**src/rtl/keypad_scanner.sv**
```systemverilog
// keypad_scanner: 4x4 matrix keypad scanner with frame-level debounce.
//
// Drives one keypad row low at a time, samples the synchronized columns at
// the end of each row dwell and assembles a 16-bit frame (bit = row*4+col).
// A frame is committed to key_onehot once DEBOUNCE_FRAMES consecutive
// identical frames have been seen and it differs from the current output.
//
// Parameters:
//   ROW_DWELL        clock cycles per row (4..255); frame = 4*ROW_DWELL+1
//   DEBOUNCE_FRAMES  identical frames needed to commit (1..15)
//
// Ports:
//   clk         sole clock, rising edge
//   rst         asynchronous, active-high reset
//   col_in      keypad columns, active-low, asynchronous to clk
//   row_out     keypad row drive, active-low, at most one bit low
//   key_onehot  committed key map, bit i = row*4+col
//   key_valid   one-cycle pulse when key_onehot takes a new nonzero value
//   multi_key   high while key_onehot has more than one bit set
//
// Build option:
//   KEYPAD_HOLD_EN  when defined, a committed all-zero frame leaves
//                   key_onehot/multi_key untouched (last key is held).

module keypad_scanner #(
  parameter int unsigned ROW_DWELL       = 8,
  parameter int unsigned DEBOUNCE_FRAMES = 4
) (
  input  logic        clk,
  input  logic        rst,
  input  logic [3:0]  col_in,
  output logic [3:0]  row_out,
  output logic [15:0] key_onehot,
  output logic        key_valid,
  output logic        multi_key
);

  localparam logic [1:0] StIdle     = 2'd0;
  localparam logic [1:0] StDrive    = 2'd1;
  localparam logic [1:0] StSample   = 2'd2;
  localparam logic [1:0] StFrameEnd = 2'd3;

  localparam logic [7:0] DwellLast = 8'(ROW_DWELL - 2);
  localparam logic [3:0] MatchMax  = 4'(DEBOUNCE_FRAMES);

`ifdef KEYPAD_HOLD_EN
  localparam bit HoldOnRelease = 1'b1;
`else
  localparam bit HoldOnRelease = 1'b0;
`endif

  logic [3:0]  col_meta_q, col_sync_q;
  logic [1:0]  state_q, state_d;
  logic [1:0]  row_idx_q, row_idx_d;
  logic [7:0]  dwell_q, dwell_d;
  logic [15:0] frame_q, frame_d;
  logic [15:0] prev_frame_q, prev_frame_d;
  logic [3:0]  match_q, match_d;
  logic [15:0] key_onehot_q, key_onehot_d;
  logic        key_valid_q, key_valid_d;
  logic        multi_key_q, multi_key_d;
  logic [3:0]  row_out_q, row_out_d;

  // Two-flop synchronizer; idles high (no key) so reset never looks like a press.
  always_ff @(posedge clk or posedge rst) begin
    if (rst) begin
      col_meta_q <= 4'b1111;
      col_sync_q <= 4'b1111;
    end else begin
      col_meta_q <= col_in;
      col_sync_q <= col_meta_q;
    end
  end

  always_comb begin
    state_d      = state_q;
    row_idx_d    = row_idx_q;
    dwell_d      = dwell_q;
    frame_d      = frame_q;
    prev_frame_d = prev_frame_q;
    match_d      = match_q;
    key_onehot_d = key_onehot_q;
    key_valid_d  = 1'b0;
    multi_key_d  = multi_key_q;

    case (state_q)
      StIdle: begin
        state_d   = StDrive;
        row_idx_d = 2'd0;
        dwell_d   = 8'd0;
      end

      StDrive: begin
        if (dwell_q == DwellLast) begin
          dwell_d = 8'd0;
          state_d = StSample;
        end else begin
          dwell_d = dwell_q + 8'd1;
        end
      end

      StSample: begin
        frame_d[{row_idx_q, 2'b00} +: 4] = ~col_sync_q;
        if (row_idx_q == 2'd3) begin
          state_d = StFrameEnd;
        end else begin
          row_idx_d = row_idx_q + 2'd1;
          state_d   = StDrive;
        end
      end

      StFrameEnd: begin
        state_d      = StDrive;
        row_idx_d    = 2'd0;
        prev_frame_d = frame_q;
        if (frame_q == prev_frame_q) begin
          match_d = (match_q >= MatchMax) ? MatchMax : match_q + 4'd1;
        end else begin
          match_d = 4'd1;
        end
        // Commit lands on the edge closing FRAME_END, so the new map is
        // visible during the first cycle of the next frame.
        if ((match_d == MatchMax) && (frame_q != key_onehot_q)) begin
          if (frame_q != 16'h0000) begin
            key_onehot_d = frame_q;
            multi_key_d  = (frame_q & (frame_q - 16'd1)) != 16'h0000;
            key_valid_d  = 1'b1;
          end else if (!HoldOnRelease) begin
            key_onehot_d = 16'h0000;
            multi_key_d  = 1'b0;
          end
        end
      end

      default: state_d = StIdle;
    endcase
  end

  // Row drive registered from next state: glitch-free, yet aligned with state_q.
  always_comb begin
    row_out_d = 4'b1111;
    if ((state_d == StDrive) || (state_d == StSample)) begin
      row_out_d = ~(4'b0001 << row_idx_d);
    end
  end

  always_ff @(posedge clk or posedge rst) begin
    if (rst) begin
      state_q      <= StIdle;
      row_idx_q    <= 2'd0;
      dwell_q      <= 8'd0;
      frame_q      <= 16'h0000;
      prev_frame_q <= 16'h0000;
      match_q      <= 4'd0;
      key_onehot_q <= 16'h0000;
      key_valid_q  <= 1'b0;
      multi_key_q  <= 1'b0;
      row_out_q    <= 4'b1111;
    end else begin
      state_q      <= state_d;
      row_idx_q    <= row_idx_d;
      dwell_q      <= dwell_d;
      frame_q      <= frame_d;
      prev_frame_q <= prev_frame_d;
      match_q      <= match_d;
      key_onehot_q <= key_onehot_d;
      key_valid_q  <= key_valid_d;
      multi_key_q  <= multi_key_d;
      row_out_q    <= row_out_d;
    end
  end

  assign row_out    = row_out_q;
  assign key_onehot = key_onehot_q;
  assign key_valid  = key_valid_q;
  assign multi_key  = multi_key_q;

endmodule

```
**config.mk**
```make
export PLATFORM = sky130hd
export DESIGN_NAME = keypad_scanner
export DESIGN_NICKNAME = d
export VERILOG_FILES = /design/src/rtl/keypad_scanner.sv
export SDC_FILE = /design/constraint.sdc
export NUM_CORES = 1
export LEC_CHECK = 0
export BUFFER_PORTS_ARGS = -buffer_cell sky130_fd_sc_hd__buf_2
export CAP_MARGIN = 40
export CORE_MARGIN = 2
export CORE_UTILIZATION = 55
export CTS_BUF_LIST = sky130_fd_sc_hd__clkbuf_4
export DETAILED_ROUTE_END_ITERATION = 10
export PLACE_DENSITY = 0.78
export SKIP_CTS_REPAIR_TIMING = 1
export SYNTH_ARGS = -nofsm -noshare
export SYNTH_HDL_FRONTEND = slang
export SYNTH_SLANG_ARGS = --single-unit
```
**constraint.sdc**
```tcl
create_clock -name clk -period 3.4 [get_ports clk]
set_input_delay 0.51 -clock clk [delete_from_list [all_inputs] [get_ports clk]]
set_output_delay 0.51 -clock clk [all_outputs]
set_load 0.005 [all_outputs]
```
==> flow_summary.yaml, run 1 <==
cts:
  cts_sinks: 78
  clkLatencyLatePin_ns: 0.41
  cts_root_buf: "clkbuf_4"
  path_clk_slew_ns: 0.12
  cts_tree: "built"
  clk_path_buf_depth: 2
  h-tree-depth: 3
  cts_buffers: 9
finish:
  diodes: 0
  final_area_sq_mm: 0.00404
  drive_gt1_frac: 0.279
  area_growth_pct: 9.28
  fin_nets: 358
global_routing:
  first_global_vias: 2531
  antenna_found_initial: 0
  grt_pass1_wl_mm: 12.2
  grt_overflow: 0
  grt_util_all_layers: 0.212
  grt_start_max_net_pins: 79
drt:
  vias: 2464
  drc: 0
  drt-initial-drc-count: 97
  drtPass1Iterations: 5
  antenna_left: 0
  drt-wirelength-per-cell_microns: 16.8
  postRouteWirelength_mm: 7.13
  vias_per_cell: 5.80
floorplan:
  num_rows: 29
  dieArea_sq_mm: 0.00738
  die_height_microns: 85.9
  core_sq_mm: 0.00642
  ioPinCount: 28
  start_util: 0.575
  die_w_microns: 85.9
synthesis:
  synthArstFlopShare: 1.00
  syn_nets: 339
  syn_area_sq_mm: 0.00369
  seq_area_frac_synth: 0.533
  syn-instance-count: 324
  ys_top_cells_by_area: "dfrtp_1 (45%), mux2_2 (8.8%), dfstp_2 (8.5%), xor2_1 (7.6%), nand2_1 (4.0%)"
  yosysWarningCount: 0
  synth_top_cell_by_area: "dfrtp_1"
  ys_seq_elements: 78
  synth_edf_count: 0
  synthDistinctLibCells: 45
  synthFlopType: "dfrtp_1"
  synth.top_cell.area_share: 0.447
  syn_area_per_cell_sq_um: 11.4
outcome:
  status: "complete, no violations"
timing:
  drv_slew: 0
  period_needed_ns: 2.24
  worst_pin_slew_ns: 0.812
  skew_ns: 0.0170
  rsz0062_at_grt: "false"
  final-setup-viol-count: 0
  fin_crit_sh: 0.659
  clock.fmax_mhz: 447
  finalSetupTns_ns: 0
  maxSlewHeadroom: 0.457
  hold_violations: 0
pwr:
  ir_worst_vdd_mv: 0.312
  leakage_nw: 1.91
  power_frac_comb: 0.043
  p_sw_frac: 0.213
  powerDensity_mw_per_mm2: 433
  switching_power_mw: 0.372
  power_frac_seq: 0.569
  power_frac_clock: 0.388
  p_int_mw: 1.37
critical_path:
  worstReg2RegStart: "frame_q[3]"
  r2r_slack_ns: 1.16
  cp_max_fo: 18
  start_kind: "register"
  setup.worst_path.end: "key_onehot[15]"
  worstSetupEndpointType: "register"
  ff2ff_path_depth: 5
  critPathKind: "register to register"
  critPathLaunch: "frame_q[3]"
  reg2reg_to: "key_onehot[15]"
  crit_arrival_ns: 2.54
  crit_required_ns: 3.70
place:
  port_buffers: 27
  dp_hpwl_mm: 4.96
  placed_area_sq_mm: 0.00385
  place_congestion: 0.810
min_path:
  min_path_type: "primary input to asynchronous set/reset pin"
flow_run:
  cap_violations: 0
## metrics by stage
step / instances / util / hold slack [ns] / power [mW] / setup WS (ns)
6_report: 425 / 0.628 / 0.173 / 1.75 / 1.16
4_1_cts: 425 / 0.628 / 0.160 / 1.77 / 1.13
5_1_grt: 425 / 0.628 / 0.156 / 1.81 / 0.974
3_5_place_dp: 409 / 0.600 / 0.348 / 1.09 / 1.16
2_1_floorplan: 324 / - / 0.345 / 1.06 / 0.915
3_3_place_gp: 409 / 0.600 / 0.345 / 1.08 / 1.20
## cells in the mapped netlist, types with 5 or more instances
| cell type | number |
|---|---|
| nor4_1 | 10 |
| nor2_1 | 9 |
| clkbuf_1 | 14 |
| dfrtp_1 | 66 |
| ha_1 | 9 |
| nand2_1 | 39 |
| o21ai_0 | 25 |
| nand3_1 | 7 |
| xor2_1 | 32 |
| inv_1 | 7 |
| or3_1 | 5 |
| dfstp_2 | 12 |
| mux2_2 | 29 |
| a21oi_1 | 5 |
| buf_2 | 5 |
## registers in the layout (all words and copies together), names as in the netlist, 2 cells and up
signal,count
frame_q,16
key_onehot,16
prev_frame_q,16
dwell_q,8
col_meta_q,4
col_sync_q,4
match_q,4
row_out,4
row_idx_q,2
state_q,2
## critical path, stage by stage, from the launching register on
cell and delay, ns:
dfrtp_1 0.51, xor2_1 0.20, nor4_1 0.38, nand4_1 0.27, nand3b_4 0.39, mux2_1 0.39
## logic make-up after synthesis
kind of cell    after synthesis  share of synthesized area
compound gates               47                     0.0881
xor+xnor                     33                     0.0783
fa+ha+maj                    10                     0.0332
buf+inv                      28                     0.0332
flops                        78                      0.533
mux                          32                     0.0976
simple gates                 96                      0.137
## how the worst min path moves through the flow
| stage | endpoint | slack [ns] | depth (start not counted) |
|---|---|---|---|
| floorplan | col_sync_q[0] | 0.35 | 0 |
| finish | frame_q[0] | 0.17 | 3 |
| global route | col_meta_q[0] | 0.16 | 1 |
| global placement | col_sync_q[0] | 0.35 | 0 |
| detailed placement | col_sync_q[3] | 0.35 | 0 |
| CTS | dwell_q[2] | 0.16 | 3 |
## layout make-up
type	count	area, sq um
sequential	78	1970
clock buffer	11	82.6
multi-input combinational	218	1600
clock inverter	5	97.6
fill	531	2390
inverter	7	26.3
timing repair buffer	29	163
tap	77	96.3
## placed cells by master (no fill, tap or decap), drive strengths merged, types with 2 or more instances in the layout
cell type,count
dfrtp,66
nand2,39
xor2,32
mux2,32
buf,29
o21ai,25
dfstp,12
clkbuf,11
nor4,10
nor2,9
ha,9
nand3,7
inv,7
or3,7
a21oi,5
o31ai,5
nor3,4
nand4,3
nand2b,3
nor2b,3
o41ai,3
bufinv,3
or4,3
o21a,2
or2,2
clkinv,2
## power groups by stage
| stage | Combinational, mW | Sequential [mW] | Clock [mW] |
|---|---|---|---|
| 2_1_floorplan | 0.0790 | 0.981 | 0 |
| 3_3_place_gp | 0.0755 | 1.01 | 0 |
| 3_5_place_dp | 0.0771 | 1.01 | 0 |
| 4_1_cts | 0.0776 | 0.993 | 0.697 |
| 5_1_grt | 0.0862 | 0.997 | 0.731 |
| 6_report | 0.0758 | 0.993 | 0.678 |
## metal layers
metal | GRT usage | vias up | part of all wire
met1 | 0.270 | 1218 | 0.44
met2 | 0.367 | 69 | 0.50
li1 | - | 1171 | -
met3 | 0.0520 | 6 | 0.051
met5 | 0 | - | 0
met4 | 0.0491 | 0 | 0.010
Power figures use the tool's default switching activity.
==> run 2: changes to the inputs <==
- ABC_AREA: unset -> 1
- PLACE_DENSITY: 0.78 -> 0.8
- clock period: 3.4 -> 1.9 ns (I/O delays scaled with it)
==> run 2 against run 1 <==
- final cell count up 72%
- clock skew decreased by 0.0079 ns
- register-to-register slack lost 1.1 ns
- core utilization rose by 3.2 points
==> flow_summary.yaml, run 2 <==
outcome:
  status: "complete, no violations"
finish:
  drive_gt1_frac: 0.202
  diodes: 0
  seq_area_sq_mm: 0.00198
  multiInputGateArea_sq_mm: 0.00187
  area_growth_pct: 15.9
  final_common_cell: "nand2_1"
  fill_cells: 649
  most-common-layout-cells: "nand2_1 (215), inv_1 (71), dfrtp_1 (52)"
  final_util: 0.660
  final_area_sq_mm: 0.00481
  fin_cells: 729
  fin_nets: 640
global_routing:
  antenna_found_initial: 0
  first_global_vias: 3532
  grt_overflow: 0
  grt_util_all_layers: 0.240
  grt_pass1_wl_mm: 16.1
  grt_start_max_net_pins: 79
pwr:
  power_frac_comb: 0.079
  power_frac_seq: 0.568
  switching_power_mw: 0.780
  powerDensity_mw_per_mm2: 646
  power_frac_clock: 0.353
  ir_worst_vdd_mv: 0.353
  p_sw_frac: 0.251
  leakage_nw: 2.56
  p_int_mw: 2.33
critical_path:
  crit_required_ns: 2.22
  critPathKind: "register to register"
  start_kind: "register"
  max_stage_delay_ns: 0.47
  cp_num_buf_inv: 2
  cp_top_family: "simple AND/OR/NAND/NOR gates"
  cp_max_fo: 7
  crit_arrival_ns: 2.13
  worstReg2RegStart: "frame_q[6]"
  cp_cell_sequence: "inv_2 > nand2_1 > nand2_1 > nor2_1 > nand2_1 > nor2_2 > nand2_2 > nor2_4 > buf_4 > nand3_4 > nand2_1 > nand2_1"
  worstSetupEndpointType: "register"
  critPathLaunch: "frame_q[6]"
  critPathSlowestCell: "dfrtp_2"
  cpMostUsedCell: "nand2_1"
timing:
  final-setup-viol-count: 0
  fin_crit_sh: 0.951
  drv_slew: 0
  holdWs_ns: 0.365
  maxSlewHeadroom: 0.732
  skew_ns: 0.00913
  fin_ws_ns: 0.0927
  clock.fmax_mhz: 553
  hold_violations: 0
  worst_pin_slew_ns: 0.399
  period_needed_ns: 1.81
synthesis:
  syn_area_per_cell_sq_um: 7.28
  yosysWarningCount: 0
  synth_common_cells: "nand2_1 (215), inv_1 (72), dfrtp_1 (66)"
  syn_area_sq_mm: 0.00415
  ys_top_cells_by_area: "dfrtp_1 (40%), nand2_1 (19%), dfstp_2 (7.6%), inv_1 (6.5%), nor2_1 (5.0%)"
  syn-instance-count: 570
  ys_seq_elements: 78
  synth.most_common_cell: "nand2_1"
  synth_top_cell_by_area: "dfrtp_1"
  synth.top_cell.area_share: 0.398
  syn_nets: 585
  synthFlopType: "dfrtp_1"
  synth_edf_count: 0
  synthDistinctLibCells: 25
  synthArstFlopShare: 1.00
  seq_area_frac_synth: 0.474
drt:
  drtPass1Iterations: 5
  antenna_left: 0
  drt-initial-drc-count: 436
  vias_per_cell: 5.28
  drc: 0
  vias: 3852
  drt-wirelength-per-cell_microns: 13.6
  postRouteWirelength_mm: 9.94
place:
  dp_hpwl_mm: 6.68
  placed_area_sq_mm: 0.00445
  port_buffers: 27
  dpl_worst_slack_ns: 0.0434
  placedCellCount: 697
  place_congestion: 0.871
floorplan:
  dieArea_sq_mm: 0.00826
  die_w_microns: 90.9
  start_util: 0.569
  die_height_microns: 90.9
  num_rows: 31
  ioPinCount: 28
  core_sq_mm: 0.00729
cts:
  clkLatencyLatePin_ns: 0.42
  h-tree-depth: 3
  clk_path_buf_depth: 2
  cts_buffers: 9
  cts_tree: "built"
  cts_sinks: 78
  path_clk_slew_ns: 0.12
  cts_root_buf: "clkbuf_4"
min_path:
  min_path_type: "register to register"
  worstHoldStart: "col_meta_q[1]"
flow_run:
  cap_violations: 0
[run 2: cell types whose count changed in the layout (fill, tap and decap cells not counted), moves of 13 or more]
cell / previous run / this run
buf_4: 1 / 15
dfrtp_1: 66 / 52
dfrtp_2: 0 / 14
inv_1: 6 / 71
inv_2: 1 / 16
mux2_2: 29 / 0
nand2_1: 39 / 215
nand3_1: 7 / 39
nor2_1: 9 / 48
o22ai_1: 0 / 13
xor2_1: 32 / 2
[run 2: stage by stage]
stage          TNS, ns  power (mW)
2_1_floorplan        0        1.94
4_1_cts              0        3.10
3_5_place_dp         0        2.01
6_report             0        3.11
5_1_grt        -0.0774        3.25
3_3_place_gp         0        2.00
[run 2: cell type report]
type                       instances  share of cell area
inverter                          89              0.0702
clock inverter                     7              0.0182
multi-input combinational        398               0.389
timing repair buffer              49              0.0702
tap                               99              0.0257
clock buffer                       9              0.0140
sequential                        78               0.412
[run 2: final timing paths]
kind | depth (start not counted) | to | slack [ns]
worst max-delay path | 12 | key_onehot[11] | 0.09
worst min-delay path | 0 | col_sync_q[1] | 0.36
worst max register to register | 12 | key_onehot[11] | 0.09
worst min register to register | 0 | col_sync_q[1] | 0.36
max in group asynchronous | 4 | frame_q[12] | 1.05
min in group asynchronous | 4 | prev_frame_q[1] | 0.52
[run 2: power by group through the flow]
stage / sequential (mW) / combinational, mW / clock (mW)
floorplan: 1.78 / 0.166 / 0
global placement: 1.79 / 0.216 / 0
detailed placement: 1.79 / 0.224 / 0
CTS: 1.76 / 0.225 / 1.12
global route: 1.77 / 0.282 / 1.19
finish: 1.76 / 0.245 / 1.10
[run 2: worst register-to-register path, delay by kind of cell, from the launching register on]
family / cells / cell delay, ns
flip-flops: 1 / 0.47
buffers and inverters: 2 / 0.26
AND/OR/NAND/NOR: 10 / 1.01
[run 2: cells by family after synthesis]
family / synth area share
buf+inv: 0.0940
simple gates: 0.332
xor+xnor: 0.00844
fa+ha+maj: 0.0271
flops: 0.474
compound gates: 0.0648
[run 2: layer usage]
| layer | share of wire | wire, microns | vias to the layer above | track usage |
|---|---|---|---|---|
| li1 | - | - | 1877 | - |
| met1 | 0.43 | 4270 | 1802 | 0.326 |
| met3 | 0.062 | 613 | 35 | 0.0459 |
| met2 | 0.48 | 4810 | 138 | 0.386 |
| met4 | 0.024 | 237 | 0 | 0.0859 |
| met5 | 0 | 0 | - | 0 |
==> run 3: changes to the inputs <==
==> constraint.sdc (replaced) <==
create_clock -name clk -period 1.9 [get_ports clk]
set_input_delay 0.38 -clock clk [delete_from_list [all_inputs] [get_ports clk]]
set_output_delay 0.38 -clock clk [all_outputs]
set_load 0.005 [all_outputs]
==> run 3 against run 2 <==
- global-route usage fell by 0.40 points
- critical path type unchanged
- critical endpoint is now multi_key
- sequential power hardly changed
- fmax down 2.9%
- final area fell by 1.3%
- sequential share of layout area increased by 0.53 points
- largest cell class unchanged
- final cell count decreased by 0.41%
- sequential cell count unchanged
- clock power shrank 22%
- first-iteration DRC count decreased by 25%
==> flow_summary.yaml, run 3 (same netlist as run 2, synthesis figures left out) <==
cts:
  cts_buffers: 9
  path_clk_slew_ns: 0.12
  cts_sinks: 78
  cts_tree: "built"
  clkLatencyLatePin_ns: 0.43
  h-tree-depth: 3
  clk_path_buf_depth: 2
  cts_root_buf: "clkbuf_4"
flow_run:
  cap_violations: 0
finish:
  diodes: 0
  fin_nets: 637
  final_common_cell: "nand2_1"
  final_area_sq_mm: 0.00475
  final_util: 0.652
  area_growth_pct: 14.5
  most-common-layout-cells: "nand2_1 (209), inv_1 (71), dfrtp_1 (52)"
  drive_gt1_frac: 0.215
place:
  port_buffers: 27
  placed_area_sq_mm: 0.00446
  place_congestion: 0.850
  dp_hpwl_mm: 6.59
  dpl_worst_slack_ns: 0.0465
drt:
  vias_per_cell: 5.27
  drtPass1Iterations: 5
  drc: 0
  drt-wirelength-per-cell_microns: 13.6
  vias: 3829
  drt-initial-drc-count: 326
  postRouteWirelength_mm: 9.86
  antenna_left: 0
floorplan:
  num_rows: 31
  start_util: 0.569
  core_sq_mm: 0.00729
  die_w_microns: 90.9
  dieArea_sq_mm: 0.00826
  ioPinCount: 28
  die_height_microns: 90.9
critical_path:
  cp_max_fo: 6
  crit_arrival_ns: 2.20
  critPathKind: "register to register"
  crit_required_ns: 2.24
  start_kind: "register"
  worstSetupEndpointType: "register"
pwr:
  leakage_nw: 2.55
  ir_worst_vdd_mv: 0.440
  powerDensity_mw_per_mm2: 603
timing:
  period_needed_ns: 1.86
  drv_slew: 0
  fin_crit_sh: 0.980
  clock.fmax_mhz: 537
  fin_ws_ns: 0.0383
  skew_ns: 0.0149
  maxSlewHeadroom: 0.716
  worst_pin_slew_ns: 0.423
  final-setup-viol-count: 0
  hold_violations: 0
min_path:
  min_path_type: "primary input to register"
global_routing:
  antenna_found_initial: 0
  grt_use_met3: 0.0351
  first_global_vias: 3489
  grt_start_max_net_pins: 79
  gr-usage-met1: 0.319
  grt_overflow: 0
  grt_util_all_layers: 0.236
  top_usage_layer: "met2"
  grt_pass1_wl_mm: 15.7
  use_met2: 0.380
outcome:
  status: "complete, no violations"
## run 3: cell types whose count changed in the layout (fill, tap and decap cells not counted), moves of 2 or more
cell / change
nand2_1: -6
dlygate4sd3_1: -5
nand2_2: +5
bufinv_16: -2
clkbuf_4: +2
nor2_2: -2
## run 3: critical path, stage by stage, from the launching register on
cell and delay [ns]:
dfrtp_1 0.46, inv_2 0.10, nand2_1 0.07, nand2_1 0.05
nor2_1 0.14, nand2_2 0.08, nor2_4 0.17, nand2_4 0.09
nor2_4 0.13, buf_4 0.17, nand3_2 0.15, nand2_1 0.10
nand2_1 0.05
## run 3: final timing paths
kind | from | endpoint | slack, ns | depth (start not counted)
setup / recovery | frame_q[13] | multi_key | 0.04 | 12
hold / removal | col_in[0] | col_meta_q[0] | 0.04 | 1
setup reg to reg | frame_q[13] | multi_key | 0.04 | 12
hold reg to reg | col_meta_q[2] | col_sync_q[2] | 0.36 | 0
max in group asynchronous | rst | row_out[3] | 1.51 | 3
min in group asynchronous | rst | frame_q[0] | 0.06 | 3
## run 3: cell type report
cell class	instances	area (sq um)
inverter	89	338
fill	635	2540
timing repair buffer	46	307
sequential	78	1980
tap	99	124
clock buffer	11	82.6
clock inverter	5	27.5
multi-input combinational	398	1890
## run 3: metal layers
layer	vias up	part of all wire
met4	0	0.025
met2	148	0.47
li1	1866	-
met1	1786	0.44
met3	29	0.064
met5	-	0
## run 3: stage by stage
| stage | std cells | total power, mW | hold slack (ns) | TNS [ns] |
|---|---|---|---|---|
| 2_1_floorplan | 570 | 1.94 | 0.345 | 0 |
| 3_3_place_gp | 698 | 2.00 | 0.346 | 0 |
| 3_5_place_dp | 698 | 2.02 | 0.347 | 0 |
| 4_1_cts | 714 | 2.86 | 0.0197 | 0 |
| 5_1_grt | 726 | 3.01 | 0.0116 | -0.474 |
| 6_report | 726 | 2.87 | 0.0352 | 0 |
## run 3: power breakdown
| part | total (mW) | internal [mW] | switching (mW) |
|---|---|---|---|
| clock network | 0.863 | 0.290 | 0.573 |
| logic | 0.239 | 0.0812 | 0.157 |
| registers | 1.76 | 1.71 | 0.0514 |
| total | 2.87 | 2.08 | 0.782 |
